[src/rtl/mem_access_ctrl.sv]
// Memory-stage load/store sequencer: alignment check, single-outstanding
// valid/ready bus request, response wait with pipeline stall, flush draining.
module mem_access_ctrl #(
  parameter int ADDR_W = 32,
  parameter int DATA_W = 32
) (
  input  logic                clk,
  input  logic                resetn,
  input  logic                op_valid,
  input  logic                op_load,
  input  logic                op_store,
  input  logic [1:0]          op_size,
  input  logic [ADDR_W-1:0]   op_addr,
  input  logic [DATA_W-1:0]   op_wdata,
  input  logic [DATA_W/8-1:0] op_strb,
  input  logic                flush,
  output logic                stall,
  output logic                op_done,
  output logic [DATA_W-1:0]   ld_rdata,
  output logic [1:0]          ld_ea,
  output logic                exc_adel,
  output logic                exc_ades,
  output logic [ADDR_W-1:0]   badvaddr,
  output logic                req_valid,
  input  logic                req_ready,
  output logic [ADDR_W-1:0]   req_addr,
  output logic [DATA_W/8-1:0] req_wen,
  output logic [DATA_W-1:0]   req_wdata,
  input  logic                resp_valid,
  input  logic [DATA_W-1:0]   resp_rdata
);

  typedef enum logic [2:0] {
    S_IDLE,
    S_REQ,
    S_WAIT,
    S_DRAIN,
    S_DONE,
    S_EXC
  } state_t;

  state_t state;
  logic   cancel;
  logic   is_load;
  logic   op_accept;
  logic   misaligned;

  assign op_accept  = (state == S_IDLE) && op_valid && (op_load || op_store) && !flush;
  assign misaligned = ((op_size == 2'd1) && op_addr[0]) ||
                      ((op_size == 2'd2) && (op_addr[1:0] != 2'b00));

  // Stall drops in DONE/EXC so the pipeline advances exactly once per access.
  assign stall = op_accept || (state == S_REQ) || (state == S_WAIT) || (state == S_DRAIN);

  always_ff @(posedge clk or negedge resetn) begin
    if (!resetn) begin
      state     <= S_IDLE;
      cancel    <= 1'b0;
      is_load   <= 1'b0;
      op_done   <= 1'b0;
      ld_rdata  <= '0;
      ld_ea     <= 2'b00;
      exc_adel  <= 1'b0;
      exc_ades  <= 1'b0;
      badvaddr  <= '0;
      req_valid <= 1'b0;
      req_addr  <= '0;
      req_wen   <= '0;
      req_wdata <= '0;
    end else begin
      op_done  <= 1'b0;
      exc_adel <= 1'b0;
      exc_ades <= 1'b0;
      case (state)
        S_IDLE: begin
          if (op_accept) begin
            if (misaligned) begin
              state    <= S_EXC;
              badvaddr <= op_addr;
              exc_ades <= op_store;
              exc_adel <= !op_store;
            end else begin
              state     <= S_REQ;
              req_valid <= 1'b1;
              req_addr  <= {op_addr[ADDR_W-1:2], 2'b00};
              req_wen   <= op_store ? op_strb : '0;
              req_wdata <= op_wdata;
              ld_ea     <= op_addr[1:0];
              is_load   <= !op_store;
            end
          end
        end
        // A flush here cannot withdraw valid; remember it and drain later.
        S_REQ: begin
          if (flush) cancel <= 1'b1;
          if (req_ready) begin
            req_valid <= 1'b0;
            state     <= (cancel || flush) ? S_DRAIN : S_WAIT;
          end
        end
        S_WAIT: begin
          if (flush) begin
            if (resp_valid) begin
              state  <= S_IDLE;
              cancel <= 1'b0;
            end else begin
              state <= S_DRAIN;
            end
          end else if (resp_valid) begin
            if (is_load) ld_rdata <= resp_rdata;
            op_done <= 1'b1;
            state   <= S_DONE;
          end
        end
        S_DRAIN: begin
          if (resp_valid) begin
            state  <= S_IDLE;
            cancel <= 1'b0;
          end
        end
        S_DONE, S_EXC: begin
          state  <= S_IDLE;
          cancel <= 1'b0;
        end
        default: state <= S_IDLE;
      endcase
    end
  end

endmodule

[config.mk]
export PLATFORM = sky130hd
export DESIGN_NAME = mem_access_ctrl
export DESIGN_NICKNAME = d
export VERILOG_FILES = /design/src/rtl/mem_access_ctrl.sv
export SDC_FILE = /design/constraint.sdc
export NUM_CORES = 1
export LEC_CHECK = 0
export ABC_AREA = 0
export ABC_CLOCK_PERIOD_IN_PS = 2200
export CAP_MARGIN = 10
export CORE_ASPECT_RATIO = 0.5
export CORE_MARGIN = 2
export CORE_UTILIZATION = 30
export CTS_CLUSTER_DIAMETER = 100
export DETAILED_ROUTE_END_ITERATION = 12
export PLACE_DENSITY_LB_ADDON = 0.08
export SYNTH_ARGS = -nofsm -noshare
export SYNTH_HDL_FRONTEND = slang
export SYNTH_SLANG_ARGS = --single-unit
[constraint.sdc]
create_clock -name clk -period 2.2 [get_ports clk]
set_input_delay 0.33 -clock clk [delete_from_list [all_inputs] [get_ports clk]]
set_output_delay 0.33 -clock clk [all_outputs]
set_load 0.02 [all_outputs]
# == Word level (Yosys, flattened, before mapping) ==
# Index checks and enable logic that the tools add are counted.
# totals
out_inout_bits,139
inputBits,110
wordCells,80
reg_bits,141
# classes
n_reduce_logical,24
muxes,27
eq_ne,14
n_bitwise,2
# ops
operator,n
$mux W3,6
$mux W1,16
$ne A2 B2 Y1 const B,6
$pmux W3 S4,1
$reduce_and A4 Y1,3
$reduce_and A3 Y1,3
$eq A3 B2 Y1 const B,2
$eq A3 B3 Y1 const B,2
$logic_or A1 B1 Y1,6
$logic_and A1 B1 Y1,5
$mux W4,1
$pmux W1 S4,1
$reduce_bool A2 Y1,2
$reduce_bool A4 Y1,1
$eq A3 B1 Y1 const B,1
$logic_not A3 Y1,1
$ne A3 B3 Y1 const B,1
$eq A2 B1 Y1 const B,1
$eq A2 B2 Y1 const B,1
$logic_not A1 Y1,2
$mux W2,1
$not A1 Y1,2
$pmux W1 S2,1
$reduce_or A2 Y1,1

# == Longest topological paths before layout ==
# depth
word_depth,7
ltp_mapped,6
depth_no_buf,5

# == Worst setup path before layout ==
# Ideal clock, no wire load.
# synth_timing
kind,register -> register
start,register state[1]
end,register ld_rdata[2]
arrival_ps,1665
path_stages_with_launch,7
setup_ps,125
slack_ps,410
path_buffers,2
path_cell_list,dfrtp_1 -> inv_2 -> nor4_1 -> and3_1 -> buf_2 -> buf_4 -> mux2_2
# synth_via
elab_chain_cells,2
# synth_rtl
element,line,rtl
start: declaration,42,state_t state;
start signal: assignment,98,state <= (cancel || flush) ? S_DRAIN : S_WAIT;
$eq A3 B2 Y1,74,case (state)
$reduce_and A4 Y1 (no line),-,
end signal: assignment,110,if (is_load) ld_rdata <= resp_rdata;
end: declaration,19,"output logic [DATA_W-1:0] ld_rdata,"
# Every way passes these cells.
# A chain may end at the register's enable or synchronous reset.

# == Worst setup path after layout ==
# layout_timing
start,input flush
end,output stall
# layout_via
elab_chain_cells,5
# layout_rtl
element,line,rtl
start: declaration,16,"input logic flush,"
$logic_not A1 Y1,48,assign op_accept = (state == S_IDLE) && op_valid && (op_load || op_store) && !flush;
$logic_and A1 B1 Y1,48,
$logic_or A1 B1 Y1 (3 in a row),53,assign stall = op_accept || (state == S_REQ) || (state == S_WAIT) || (state == S_DRAIN);
end: declaration,17,"output logic stall,"
# Every way passes these cells.

==> results.md <==
- DP Area: 8560 sq um
- Synth unique cells: 33
- Primary FF master, synth: dfrtp_1
- Yosys top cell by area: dfrtp_1
- DPL Wire Length: between 10000 and 15000 um
- Wire per inst: 16.4 um
- CTS Buf Count: 17
- # DRC: 0
- Status: finished clean
- Seq cells post-synth: about 140
- Cell Rows: 35
- Buffers and inverters on the worst path: 4
- Design area: roughly 9000 sq um
- Core ar.: between 15000 and 20000 sq um
- Pwr Density: about 1400 nW/um^2
- Grt total ovfl: 0
- GPL Wtd Cong: about 0.73
- Slowest cell on crit path: clkdlybuf4s50_1
- Root buffer cell: clkbuf_16
- Crit Path Category: in2out
- Clock transition at path regs: roughly 0.06 ns
- Die Y-Extent: 102 um
- TritonCTS clock tree: done
- Number of global-route vias before repair: about 4000
- DIE WIDTH: between 200 and 250 um
- Detailed Routing Iterations Pass 1: 4
- Final ANT Viol Nets: 0
- Die area: about 20000 sq um
- Fmax: roughly 520 MHz
- Reg2reg end: req_addr[15]$_DFFE_PN0P_
- R2R cell count: 5
- CP startpoint: flush
- Post-synthesis area per instance: approximately 17 sq um
- Worst path top cell family by delay: buffers and inverters
- Gate count of the mapped netlist: 343
- RSZ-0062 raised after global routing: false
- Vias post-DR: between 3000 and 4000
- Setup Viol. Count Final: 0
- Post-synth EDFFs: 0
- YS warnings: 0
- Initial antenna violation count: 0
- Synth async-reset ratio: 100%
- Final period util: between 80% and 90%
- Pleak: ~4.2 nW
- Setup TNS: 0 ns
- Worst vdd ir: about 0.7 mV
- Share of the synthesized area in the top cell type: roughly three fifths
- Max-cap violations: 0
- Most frequent cells in the layout: 244 x clkdlybuf4s50_1, 141 x dfrtp_1, 65 x mux2_4
- Iter 0 DRT Violations: 80
- Crit-path cells: clkdlybuf4s50_1 -> inv_1 -> o211ai_2 -> buf_4 -> a21oi_1 -> dlygate4sd2_1
- Crit path capture: stall
- Total Routing Usage GR: 14.6%
- Drt total wl: 14500 um
- Reg2reg start: state[0]$_DFFE_PN0P_
- Final Critical Period: roughly 1.9 ns
- Initial Util: between 30% and 40%
- Setup crit end kind: primary output
- Port bufs: 246
- Worst path max stage delay: 0.42 ns
- Pins Over Slew Limit: 0
- Commonest non-fill, non-tap cell in the layout: clkdlybuf4s50_1
- Post-Place Setup Slack: -0.0486 ns
- Largest net degree at the start of global routing: 57
- Total power draw: 12.8 mW
- Worst hold path type: in2async
- Post-Syn Area: 5770 sq um
- Fill count: 1666
- CP required: 1.87 ns
- Clock buffer depth: 2
- R2R setup slack: between 0.3 and 0.4 ns
- Largest cells by area after synthesis: dfrtp_1 61%, mux2_4 17%, mux2_2 11%, buf_12 2.4%, mux2_1 2.0%
- Clock Latency Late Sink: about 0.41 ns
- Clock Skews: 0.00677 ns
- Vias per inst: around 4.2
- Worst path depth: 6
- I/O pin count: 249
- Postcts setup bufs: 0
- Worst Path Arrival: approximately 1.6 ns
- Utilization after layout: 49.0%
- Final hold violations: 0
- Post-synthesis sequential area ratio: 61.2%
- Final setup margin: 0.282 ns
- Count of nets after finishing: between 700 and 800
- Clk sinks: 141
- Crit path max fanout: 3
- Synth-to-layout area growth: 58.3%
- Ant. Diodes: 0
- CTS H-tree lvls: 4
- Layout cells sized above 1: between 20% and 30%
- First-pass GRT wire length: 22200 um
- Crit start category: input pin
[synthesized netlist by cell type, types with 2 or more instances]
cell type,n
ha_1,2
buf_4,5
a21oi_1,6
mux2i_1,4
buf_12,7
nand2_1,6
buf_2,4
mux2_4,65
nor2_1,6
mux2_1,10
inv_1,12
dfrtp_1,141
mux2_2,55
[worst reg2reg max path, delay by kind of cell, from the launching register on]
kind          cells  cell delay [ns]
buf+inv           2             0.36
mux               1             0.35
simple gates      2             0.59
flops             1             0.43
[cells by family after synthesis]
logic type | count (synthesis) | synth area share, %
buf+inv | 30 | 4.47
fa+ha+maj | 2 | 0.434
flops | 141 | 61.2
other cells | 1 | 0.0650
compound gates | 13 | 1.50
simple gates | 21 | 1.89
mux | 134 | 30.3
xor+xnor | 1 | 0.152
[layout make-up]
cell class                 instances  area, sq um  area share, %
clock buffer                      18          439           4.81
clock inverter                    14          123           1.34
inverter                          13         48.8          0.535
multi-input combinational        173         1980           21.7
sequential                       141         3530           38.7
tap                              259          324           3.55
timing repair buffer             263         2680           29.4
[where the power goes]
| part | leakage, nW | switching (mW) | internal [mW] | total (mW) |
|---|---|---|---|---|
| registers | 1.77 | 0.610 | 3.72 | 4.33 |
| logic | 2.19 | 2.53 | 3.27 | 5.79 |
| clock network | 0.252 | 1.14 | 1.58 | 2.72 |
| total | 4.21 | 4.28 | 8.57 | 12.8 |
[layer usage]
layer	global-route usage, %	routed length [um]	vias to the layer above
li1	-	-	1719
met1	18.5	6450	1875
met2	23.0	6640	118
met3	5.74	1220	13
met4	4.90	173	0
met5	0	0	-
[worst min-delay path by stage]
stage          startpoint                        end  slack [ns]  depth (start not counted)
5_1_grt            resetn  req_wdata[17]$_DFFE_PN0P_        0.45                          2
6_report           resetn   badvaddr[29]$_DFFE_PN0P_        0.41                          2
2_1_floorplan      resetn    badvaddr[0]$_DFFE_PN0P_        0.03                          0
3_3_place_gp       resetn   req_addr[27]$_DFFE_PN0P_        0.30                          1
4_1_cts            resetn  req_wdata[17]$_DFFE_PN0P_        0.42                          2
3_5_place_dp       resetn  req_wdata[15]$_DFFE_PN0P_        0.30                          1
[flip-flops by register name, indices dropped and copies added, names as in the netlist]
| register | count |
|---|---|
| badvaddr | 32 |
| cancel | 1 |
| exc_adel | 1 |
| exc_ades | 1 |
| is_load | 1 |
| ld_ea | 2 |
| ld_rdata | 32 |
| op_done | 1 |
| req_addr | 30 |
| req_valid | 1 |
| req_wdata | 32 |
| req_wen | 4 |
| state | 3 |
[per-stage QoR]
| step | hold WS (ns) | cells |
|---|---|---|
| after global routing | 0.450 | 881 |
| final | 0.414 | 881 |
| after floorplan | 0.0344 | 344 |
| after global placement | 0.296 | 848 |
| after CTS | 0.416 | 881 |
| after detailed placement | 0.295 | 848 |
[what timing repair did]
item | 4_1_cts | 5_1_grt
hold buffers | 1 | 0
hold endpoints to repair | 42 | 0
gates resized for setup | 1 | 0
endpoints found under the setup margin | 1 | 0
(Power assumes the default switching activity.)
